File: src/rtl/uart_rx_frame_ctrl.sv
// uart_rx_frame_ctrl: receive-side frame controller behind a UART receiver.
// Hunts for HEADER, buffers one frame (HEADER, LEN, LEN payload bytes, CHK),
// verifies the XOR checksum and replays the payload on a valid/ready stream.
// Optional feature macro: UART_FRAME_TIMEOUT_EN enables the inter-byte
// timeout counter and to_err; without it to_err is tied low.
module uart_rx_frame_ctrl #(
    parameter logic [7:0] HEADER         = 8'hAA,
    parameter int         MAX_LEN        = 16,
    parameter int         TIMEOUT_CYCLES = 50000
) (
    input  logic        clk,
    input  logic        rst,
    input  logic        byte_valid,
    input  logic [7:0]  byte_data,
    output logic        out_valid,
    output logic [7:0]  out_data,
    output logic        out_last,
    input  logic        out_ready,
    output logic        chk_err,
    output logic        len_err,
    output logic        to_err,
    output logic        ovr_err,
    output logic [15:0] frame_cnt
);

    localparam int IDX_W = $clog2(MAX_LEN + 1);
    localparam int AW    = (MAX_LEN > 1) ? $clog2(MAX_LEN) : 1;
    localparam int DEPTH = 1 << AW;
    localparam logic [IDX_W-1:0] IDX_ONE   = IDX_W'(1);
    localparam logic [7:0]       MAX_LEN_B = 8'(MAX_LEN);

    typedef enum logic [2:0] {
        S_HUNT,
        S_LENGTH,
        S_PAYLOAD,
        S_CHECK,
        S_DRAIN
    } state_t;

    state_t           state_q;
    logic [IDX_W-1:0] idx_q;
    logic [IDX_W-1:0] len_q;
    logic [7:0]       xor_q;
    logic             out_valid_q;
    logic [7:0]       out_data_q;
    logic             out_last_q;
    logic             chk_err_q;
    logic             len_err_q;
    logic             ovr_err_q;
    logic [15:0]      frame_cnt_q;
    logic [7:0]       mem_q [DEPTH];

    logic [IDX_W-1:0] idx_inc_d;
    logic [IDX_W-1:0] len_m1_d;
    logic [AW-1:0]    rd_addr_d;
    logic [7:0]       rd_data_d;
    logic             to_expire_d;

    // Buffer read address: slot 0 when entering DRAIN, next slot while draining.
    always_comb begin
        idx_inc_d = idx_q + IDX_ONE;
        len_m1_d  = len_q - IDX_ONE;
        rd_addr_d = (state_q == S_DRAIN) ? AW'(idx_inc_d) : '0;
        rd_data_d = mem_q[rd_addr_d];
    end

    // Payload buffer; contents survive reset and are only written in PAYLOAD.
    always_ff @(posedge clk) begin
        if (!rst && state_q == S_PAYLOAD && byte_valid) begin
            mem_q[idx_q[AW-1:0]] <= byte_data;
        end
    end

`ifdef UART_FRAME_TIMEOUT_EN
    localparam int TO_W = (TIMEOUT_CYCLES > 1) ? $clog2(TIMEOUT_CYCLES) : 1;
    localparam logic [TO_W-1:0] TO_LAST = TO_W'(TIMEOUT_CYCLES - 1);

    logic [TO_W-1:0] to_cnt_q;
    logic            to_err_q;
    logic            to_active_d;

    // Expiry only when the counter is full and no byte arrives this cycle.
    always_comb begin
        to_active_d = (state_q == S_LENGTH) || (state_q == S_PAYLOAD) ||
                      (state_q == S_CHECK);
        to_expire_d = to_active_d && !byte_valid && (to_cnt_q == TO_LAST);
    end

    // Inter-byte counter: cleared outside the frame body and on every byte.
    always_ff @(posedge clk) begin
        if (rst) begin
            to_cnt_q <= '0;
            to_err_q <= 1'b0;
        end else begin
            to_err_q <= to_expire_d;
            if (!to_active_d || byte_valid || to_expire_d) begin
                to_cnt_q <= '0;
            end else begin
                to_cnt_q <= to_cnt_q + TO_W'(1);
            end
        end
    end

    assign to_err = to_err_q;
`else
    assign to_expire_d = 1'b0;
    assign to_err      = 1'b0;
`endif

    // Frame FSM with registered stream outputs, error pulses and frame counter.
    always_ff @(posedge clk) begin
        if (rst) begin
            state_q     <= S_HUNT;
            idx_q       <= '0;
            len_q       <= '0;
            xor_q       <= 8'h00;
            out_valid_q <= 1'b0;
            out_data_q  <= 8'h00;
            out_last_q  <= 1'b0;
            chk_err_q   <= 1'b0;
            len_err_q   <= 1'b0;
            ovr_err_q   <= 1'b0;
            frame_cnt_q <= 16'h0000;
        end else begin
            chk_err_q <= 1'b0;
            len_err_q <= 1'b0;
            ovr_err_q <= 1'b0;
            case (state_q)
                S_HUNT: begin
                    if (byte_valid && byte_data == HEADER) begin
                        state_q <= S_LENGTH;
                    end
                end
                S_LENGTH: begin
                    if (byte_valid) begin
                        if (byte_data != 8'h00 && byte_data <= MAX_LEN_B) begin
                            len_q   <= byte_data[IDX_W-1:0];
                            xor_q   <= byte_data;
                            idx_q   <= '0;
                            state_q <= S_PAYLOAD;
                        end else begin
                            len_err_q <= 1'b1;
                            state_q   <= S_HUNT;
                        end
                    end
                end
                S_PAYLOAD: begin
                    if (byte_valid) begin
                        xor_q <= xor_q ^ byte_data;
                        idx_q <= idx_inc_d;
                        if (idx_q == len_m1_d) begin
                            state_q <= S_CHECK;
                        end
                    end
                end
                S_CHECK: begin
                    if (byte_valid) begin
                        if (byte_data == xor_q) begin
                            state_q     <= S_DRAIN;
                            frame_cnt_q <= frame_cnt_q + 16'd1;
                            idx_q       <= '0;
                            out_valid_q <= 1'b1;
                            out_data_q  <= rd_data_d;
                            out_last_q  <= (len_q == IDX_ONE);
                        end else begin
                            chk_err_q <= 1'b1;
                            state_q   <= S_HUNT;
                        end
                    end
                end
                S_DRAIN: begin
                    if (byte_valid) begin
                        ovr_err_q <= 1'b1;
                    end
                    if (out_valid_q && out_ready) begin
                        if (out_last_q) begin
                            state_q     <= S_HUNT;
                            out_valid_q <= 1'b0;
                            out_data_q  <= 8'h00;
                            out_last_q  <= 1'b0;
                        end else begin
                            idx_q      <= idx_inc_d;
                            out_data_q <= rd_data_d;
                            out_last_q <= (idx_inc_d == len_m1_d);
                        end
                    end
                end
                default: state_q <= S_HUNT;
            endcase
            if (to_expire_d) begin
                state_q <= S_HUNT;
            end
        end
    end

    assign out_valid = out_valid_q;
    assign out_data  = out_data_q;
    assign out_last  = out_last_q;
    assign chk_err   = chk_err_q;
    assign len_err   = len_err_q;
    assign ovr_err   = ovr_err_q;
    assign frame_cnt = frame_cnt_q;

endmodule

File: config.mk
export PLATFORM = sky130hd
export DESIGN_NAME = uart_rx_frame_ctrl
export DESIGN_NICKNAME = d
export VERILOG_FILES = /design/src/rtl/uart_rx_frame_ctrl.sv
export SDC_FILE = /design/constraint.sdc
export NUM_CORES = 1
export LEC_CHECK = 0
export ABC_AREA = 1
export CAP_MARGIN = 5
export CORE_MARGIN = 3
export CORE_UTILIZATION = 30
export DETAILED_ROUTE_END_ITERATION = 8
export PLACE_DENSITY = 0.47
export SLEW_MARGIN = 10
export SYNTH_ARGS = -nofsm -noshare
export SYNTH_HDL_FRONTEND = slang
export SYNTH_SLANG_ARGS = --single-unit
File: constraint.sdc
create_clock -name clk -period 2.4 [get_ports clk]
set_input_delay 0.72 -clock clk [delete_from_list [all_inputs] [get_ports clk]]
set_output_delay 0.72 -clock clk [all_outputs]
set_load 0.01 [all_outputs]
### After elaboration in Yosys (flattened, before gate mapping)

Memory sizes are Yosys's and may differ from the RTL's.
Cells that the tools add are included.

| operators by class | value |
|---|---|
| add/sub/neg operators | 3 |
| bitwise operators | 5 |
| $lt $le $gt $ge | 1 |
| reductions and logical operators | 21 |
| mux-type cells | 43 |
| equality and inequality tests | 19 |

Operators by type and width:

| cell | count |
|---|---|
| $mux 8 | 7 |
| $mux 5 | 7 |
| $pmux 8 s2 | 2 |
| $mux 3 | 8 |
| $pmux 5 s4 | 1 |
| $add 16x1->16 const B | 1 |
| $ne 2x2->1 const B | 8 |
| $pmux 3 s5 | 1 |
| $mux 1 | 13 |
| $eq 5x5->1 | 2 |
| $eq 8x8->1 | 1 |
| $eq 8x8->1 const B | 1 |
| $le 8x5->1 const B | 1 |
| $reduce_and 4->1 | 2 |
| $reduce_and 8->1 | 1 |
| $reduce_bool 8->1 | 1 |
| $xor 8x8->8 | 1 |
| $reduce_and 7->1 | 1 |
| $eq 3x2->1 const B | 2 |
| $reduce_and 3->1 | 2 |
| $reduce_or 3->1 | 2 |
| $add 5x1->5 const B | 1 |
| $eq 5x1->1 const B | 1 |
| $logic_and 1x1->1 | 5 |
| 14 further kinds | 20 |

| word-level totals | value |
|---|---|
| input bits | 12 |
| word-level logic and storage cells | 104 |
| RAM bits | 128 |
| output and inout port bits | 30 |
| memories kept | 1 |
| flip-flop bits (word level) | 50 |

Memories:

| memory | depth | width | rd ports | clocked after Yosys merged registers in | wr ports | line | source |
|---|---|---|---|---|---|---|---|
| mem_q | 16 | 8 | 1 | 0 | 1 | 51 | `logic [7:0] mem_q [DEPTH];` |

### Longest topological paths before layout

Gate-level depths: netlist of the first run.
An unclocked memory read counts as a cell.

| logic depth | value |
|---|---|
| word-level depth | 6 |
| gate-level depth with buffers | 13 |

### Worst setup path after synthesis of the first run

No wires, ideal clock.

| path | value |
|---|---|
| path type | input-to-reg |
| from | input rst |
| to | memory mem_q[7][0] (enable) |
| path slack | 82 ps |
| stages on the path | 6 |
| data arrival time | 1935 ps |
| data required time | 2017 ps |
| library setup time | 383 ps |
| cells stage by stage | clkbuf_1 -> nor2_1 -> inv_1 -> nor2_1 -> inv_1 -> nor3_1 |

| between the ends | value |
|---|---|
| cells in the longest elaborated chain, start to end | 5 |

Ends and longest elaborated chain:

| item | line | source |
|---|---|---|
| start: declaration | 12 | `input logic rst,` |
| $logic_not 1->1 | 69 | `if (!rst && state_q == S_PAYLOAD && byte_valid) begin` |
| $logic_and 1x1->1 (2 in a row) | 69 |  |
| $mux 1 | 69 |  |
| $mux 1 (implied by the code) | 70 | `mem_q[idx_q[AW-1:0]] <= byte_data;` |
| end: declaration | 51 |  |

Every way passes these cells.

### Worst setup path in the final report of the first run

| path | value |
|---|---|
| from | register idx_q[1] |
| to | register out_data_q[0] (netlist: out_data[0]) |

| between the ends | value |
|---|---|
| cells in the longest elaborated chain, start to end | 6 |
| elaborated cells on any way between the ends | 8 |

Ends and longest elaborated chain:

| item | line | source |
|---|---|---|
| start: declaration | 41 | `logic [IDX_W-1:0] idx_q;` |
| start signal: assignment | 150 | `idx_q <= idx_inc_d;` |
| start signal: assignment | 182 | `idx_q <= idx_inc_d;` |
| $add 5x1->5 (*) | 61 | `idx_inc_d = idx_q + IDX_ONE;` |
| $mux 4 (*) | 63 | `rd_addr_d = (state_q == S_DRAIN) ? AW'(idx_inc_d) : '0;` |
| $mem_v2 16x8 (*) | -- |  |
| $mux 8, on equally long branches | 176, 158 |  |
| $mux 8, on equally long branches | 175, 157 |  |
| $pmux 8 s2 (*) | 128 | `case (state_q)` |
| end signal: assignment | 163 | `out_data_q <= rd_data_d;` |
| end signal: assignment | 183 | `out_data_q <= rd_data_d;` |
| end: declaration | 45 | `logic [7:0] out_data_q;` |

Mark *: on every way between the ends. The rest lies on a longest branch, timed or not. The select of a mux whose other input is x is not followed.
A chain may end at the register's enable or synchronous reset.

==> results of run 1 <==
-- power breakdown --
group | switching [mW] | internal [mW]
combinational | 1.27 | 0.560
clock | 1.23 | 1.65
sequential | 0.0867 | 3.38
-- stage by stage --
| step | hold slack [ns] | worst slack, ns | utilization, % |
|---|---|---|---|
| 4_1_cts | 0.466 | 0.190 | 37.8 |
| 2_1_floorplan | 0.444 | 0.0818 | - |
| 3_5_place_dp | 0.455 | -0.247 | 35.6 |
| 6_report | 0.464 | 0.186 | 37.8 |
| 5_1_grt | 0.487 | 0.0172 | 37.8 |
| 3_3_place_gp | 0.455 | -0.171 | 35.6 |
-- metal layers --
layer,wire length (um),share of wire [%],global-route usage [%],up-vias
met2,12600,52,29.0,101
met3,641,2.6,2.23,18
met4,328,1.4,4.52,0
met1,10700,44,20.5,3234
li1,-,-,-,3402
met5,0,0,0,-
-- area by class of cell --
type                            instances  area [um2]
Clock buffer                           17         425
Clock inverter                         15         179
Fill cell                            2854       17000
Inverter                              114         428
Multi-Input combinational cell        626        3020
Sequential cell                       178        4850
Tap cell                              372         465
Timing Repair Buffer                  112         966
-- cell usage after synthesis (all sizes together), types with 2 or more instances --
cell type  count
a21oi         35
or2            2
a211oi         5
nand2        208
inv          113
nor2         116
o21ai         41
buf           27
a31oi          2
edfxtp       128
ha             7
clkbuf        15
nand3        121
nand4         52
nor3          14
xor2          11
dfxtp         50
xnor2          9
-- worst reg2reg max path, delay by kind of cell, from the launching register on --
kind	cells	cell delay (ns)
adders and majority gates	1	0.37
AOI/OAI and AO/OA	1	0.11
and+or+nand+nor	6	0.66
buffers and inverters	3	0.55
DFF	1	0.46
-- sequential cells by signal, indices dropped and copies added (netlist names), 3 cells and up --
signal	flops
xor_q	8
len_q	5
frame_cnt	16
state_q	3
out_data	8
idx_q	5
mem_q	128
-- cells by family (layout without fill, tap and decap cells) --
kind of cell	Yosys count	in the layout
AND/OR/NAND/NOR	515	515
flip-flops	178	178
buffers and inverters	156	258
AO/OA/AOI/OAI	83	83
XOR/XNOR	20	20
adder cells (fa/ha/maj)	7	7
other	1	1
-- worst min path at each step --
stage	from	cells after the start	endpoint
2_1_floorplan	xor_q[0]	2	xor_q[0]
3_3_place_gp	xor_q[1]	2	xor_q[1]
3_5_place_dp	out_data[1]	2	out_data[1]
4_1_cts	out_data[1]	2	out_data[1]
5_1_grt	out_data[7]	2	out_data[7]
6_report	out_data[1]	2	out_data[1]
==> metrics.txt, run 1 <==
critical path peak fanout 9; Post-synth EDFFs 128; Hold Fails Final Rpt 0; Lkg Pwr 4.08 nW; synthesized flop and latch total 178; layout cells sized above 1 11.8%; htree depth 4; largest net degree at the start of global routing 76; die height 174 um; reg-to-reg critical path startpoint idx_q[1]; synth top area cells edfxtp_1 45%, dfxtp_1 12%, nand2_1 9.0%; CP Cell Sequence inv_1, ha_1, nand3_2, buf_4, inv_1, nand3_1, nand3_1, nand3_1, nand2_1, nand2_1, a21oi_1; Final Critical Period 2.21 ns; Final Instance Count excl. Fillers 1434; WP data required 2.76 ns; Async SR Flop Fraction 0%; status finished clean; Resized Gates After CTS 0; Clock Pin Slew Worst Setup and Hold Paths 0.07 ns; Diodes inserted 0; CTS tree built; Area Overhead vs Synth 21.8%; worst-skew pair later-pin latency 0.43 ns; area fraction of the dominant cell type after synthesis 45.3%; commonest cells after routing, fill and taps aside 203 x nand2_1, 128 x edfxtp_1, 118 x nand3_1; Post-Syn Instances 960; GRT overflow 0; hpwl dp 16500 um; Ports 42; VDD IR max 0.562 mV; post-synthesis mux area share 0%; initial DRC count 389; commonest non-fill, non-tap cell in the layout nand2_1; total placed cells including tap cells 1402; Worst setup endpoint out_data[0]; net count after synthesis 979; Fmax achieved 452 MHz; Synth Warn # 0; DR WL/cell 16.9 um; Final Setup Violations 0; vias in the first global route 6555; WP buf/inv 3; vias per cell 4.71; Final Max Tran Viols 0; worst reg2reg setup slack 0.19 ns; crit path launch idx_q[1]; Starting Density 31.0%; post-synth top area cell edfxtp_1; Sink Count 178; Synth Area in XOR/XNOR 2.07%; DIE AREA 30300 um2; pwr dens 792 nW/um2; total track usage 16.2%; max-cap violations 0; critical path's slowest cell dfxtp_1; RSZ-0062 raised after global routing no; fin area 10300 um2; clock skew 0.0160 ns; WP depth 11; TNS Setup 0 ns; antenna viol nets, final 0; TritonRoute pass-1 iters 5; Crit Reg-Reg Endpoint out_data[0]; cell repeated most along the worst path nand3_1; clk buf depth 2; Final Cycle Share 92.3%; number of core rows 60; number of remaining DRC errors 0; PortBufs 40; Post-CTS Setup Inserts 0; Compound-Gate Fraction of Synth Area 5.08%; Root Buffer clkbuf_16; synthesized area 8480 um2; Chip Width 174 um; core area 27300 um2; Top FF cell, synth edfxtp_1; first-pass GRT wire length 37800 um; R2R depth 11; CP Class reg -> reg; Placed Area 9720 um2; initial antenna violation count 0; Seq/Total Area, Yosys 57.2%; Cell variety after synth 32; Mean Syn Cell Area 8.83 um2; Critical Path Start Type flop; final wirelength 24300 um; GPL Wtd Cong 0.826; Final nets 1068; largest family of logic cells by synthesized area simple AND/OR/NAND/NOR gates; Setup crit end kind flop; Post-Synth Adder-Cell Area 1.03%; Crit path max-delay family simple AND/OR/NAND/NOR gates; Vias 6755; critical path arrival 2.57 ns; Synth Area in Simple Gates 27.2%; total power 8.18 mW; hold_buf cts 0; crit-path max cell delay 0.46 ns; HP Class reg -> reg; Inserted Clock Buffers 17
(Power assumes the default switching activity.)
==> run 2: changes to the inputs <==
- ABC_AREA: 1 -> default
- CORE_UTILIZATION: 30 -> 54
- PLACE_DENSITY: 0.47 -> 0.76
==> run 2 against run 1 <==
Effect of this change:
- setup slack got worse by 0.11 ns
- clock skew decreased by 0.0099 ns
- global-route usage increased by 8.9 points
- non-clock buffer count increased by 15
- critical path type unchanged
- wire length decreased by 18%
- die area decreased by 47%
==> metrics.txt, run 2 <==
Worst-Margin Slew 0.645 ns; Inserted Clock Buffers 17 (unchanged); Root Buffer clkbuf_16; Async SR Flop Fraction 0% (unchanged); vias in the first global route 5643 (-14%); antenna viol nets, final 0 (unchanged); DIE AREA 15900 um2 (-47%); final wirelength 20000 um (-18%); die height 126 um (-27%); commonest non-fill, non-tap cell in the layout edfxtp_1; DP Worst Slack -0.596 ns (-0.349 ns); total placed cells including tap cells 897 (-36%); Sink Count 178 (unchanged); Post-Syn Instances 633 (-34%); Top FF cell, synth edfxtp_1; Area Overhead vs Synth 23.1%; Final Instance Count excl. Fillers 933 (-35%); count leader, synth edfxtp_1; Crit path max-delay family compound AO/OA/AOI/OAI gates; clock skew 0.00611 ns (-0.00987 ns); Final Max Tran Viols 0 (unchanged); CTS tree built; Chip Width 126 um (-27%); most frequent cells after synthesis 128 x edfxtp_1, 62 x nor2_1, 50 x dfxtp_1; clk buf depth 2 (unchanged); Setup crit end kind flop; htree depth 4 (unchanged); critical path arrival 2.60 ns (+0.03 ns); hpwl dp 13200 um (-20%); Cell variety after synth 60 (+88%); vias per cell 6.16 (+31%); Hold Fails Final Rpt 0 (unchanged); initial antenna violation count 0 (unchanged); PortBufs 40 (unchanged); Post-synth EDFFs 128 (unchanged); commonest cells after routing, fill and taps aside 128 x edfxtp_1, 80 x buf_4, 62 x nor2_1; Critical Path Start Type flop; Final Critical Period 2.32 ns (+0.107 ns); fin area 9610 um2 (-6.9%); GPL Wtd Cong 0.903 (+9.3%); number of flip-flops in the largest register 128 (unchanged); post-synth top area cell edfxtp_1; status finished clean; Lkg Pwr 3.24 nW (-21%); RSZ-0062 raised after global routing no; largest net degree at the start of global routing 35 (-54%); Mean Syn Cell Area 12.3 um2 (+40%); initial DRC count 865 (+120%); pwr dens 629 nW/um2 (-21%); HP Class reg -> reg; VDD IR max 0.447 mV (-20%); Synth Warn # 0 (unchanged); Fmax achieved 431 MHz (-4.6%); Seq/Total Area, Yosys 62.0% (+4.9 points); CP Class reg -> reg; core area 14000 um2 (-49%); Diodes inserted 0 (unchanged); Clock Pin Slew Worst Setup and Hold Paths 0.06 ns (about the same); Layout Utilization 68.7% (+31 points); synth top area cells edfxtp_1 49%, dfxtp_1 13%, mux2i_1 5.0%; Starting Density 55.8% (+25 points); total power 6.04 mW (-26%); area fraction of the dominant cell type after synthesis 49.2% (+3.9 points); Hold Slack 0.495 ns (+0.0315 ns); CP Cell Sequence buf_4, nor4b_4, buf_6, buf_6, nor2b_1, a211oi_1, a211oi_1, o21ai_1, o211ai_1; worst-skew pair later-pin latency 0.43 ns (about the same); Final nets 759 (-29%); number of core rows 43 (-28%); final worst setup slack 0.0790 ns (-0.107 ns); Slew headroom 57.0%; hold_buf cts 0 (unchanged); layout cells sized above 1 21.5% (+9.7 points); first-pass GRT wire length 30900 um (-18%); crit-path max cell delay 0.39 ns (-0.07 ns); GRT overflow 0 (unchanged); DR WL/cell 21.4 um (+26%); critical path's slowest cell dfxtp_1; TNS Setup 0 ns (unchanged); synthesized flop and latch total 178 (unchanged); number of remaining DRC errors 0 (unchanged); Final Setup Violations 0 (unchanged); critical path peak fanout 13 (+4); max-cap violations 0 (unchanged); WP buf/inv 3 (unchanged); Final Cycle Share 96.7% (+4.4 points); TritonRoute pass-1 iters 7 (+2); net count after synthesis 652 (-33%); synthesized area 7810 um2 (-7.9%); total track usage 25.1% (+8.9 points); WP data required 2.68 ns (-0.08 ns); Placed Area 8950 um2 (-7.9%); Ports 42 (unchanged); Vias 5749 (-15%)
## run 2: cell type report
cell class / instances / area, um2
Sequential cell: 178 / 4850
Timing Repair Buffer: 127 / 1080
Clock buffer: 23 / 468
Tap cell: 180 / 225
Fill cell: 996 / 4380
Inverter: 9 / 33.8
Multi-Input combinational cell: 407 / 2880
Clock inverter: 9 / 82.6
## run 2: power breakdown
group	total [mW]	switching [mW]	internal, mW	leakage, nW
Combinational	0.150	0.0990	0.0511	1.42
Clock	2.61	1.13	1.48	0.269
Sequential	3.29	0.0000662	3.29	1.55
Total	6.04	1.22	4.82	3.24
## run 2: cell families (layout without fill, tap and decap cells)
| kind of cell | Yosys count | in the layout | synth area share, % |
|---|---|---|---|
| DFF | 178 | 178 | 62.0 |
| buffers and inverters | 48 | 168 | 2.71 |
| other | 1 | 1 | 0.0480 |
| muxes | 50 | 50 | 6.58 |
| xor gates and xnor gates | 38 | 38 | 4.26 |
| and+or+nand+nor | 193 | 193 | 12.9 |
| adders and majority gates | 7 | 7 | 1.12 |
| AOI/OAI and AO/OA | 118 | 118 | 10.4 |
## run 2: path summary, 6_finish.rpt
| check | startpoint | endpoint | slack, ns | cells after the start |
|---|---|---|---|---|
| worst min register to register | out_valid | out_valid | 0.50 | 2 |
| worst max register to register | state_q[1] | out_data[6] | 0.08 | 9 |
| worst min-delay path | out_valid | out_valid | 0.50 | 2 |
| worst max-delay path | state_q[1] | out_data[6] | 0.08 | 9 |
## run 2: layer usage
layer,vias up,track usage [%],routed length (um)
li1,2587,-,-
met1,2820,32.8,7970
met2,303,40.8,9640
met3,39,6.79,1770
met4,0,8.64,583
met5,-,0,0
## run 2: repair_timing
action                                  in CTS  in global routing
gates resized for setup                     14                 25
hold endpoints to repair                     0                  0
setup buffers                                0                  2
cloned                                       0                  2
pin swaps                                    5                  6
endpoints found under the setup margin      38                 29
## run 2: tightest hold or removal path: stages, from the launching register on
cell     delay (ns)
dfxtp_1        0.33
o41ai_1        0.06
a21oi_1        0.06
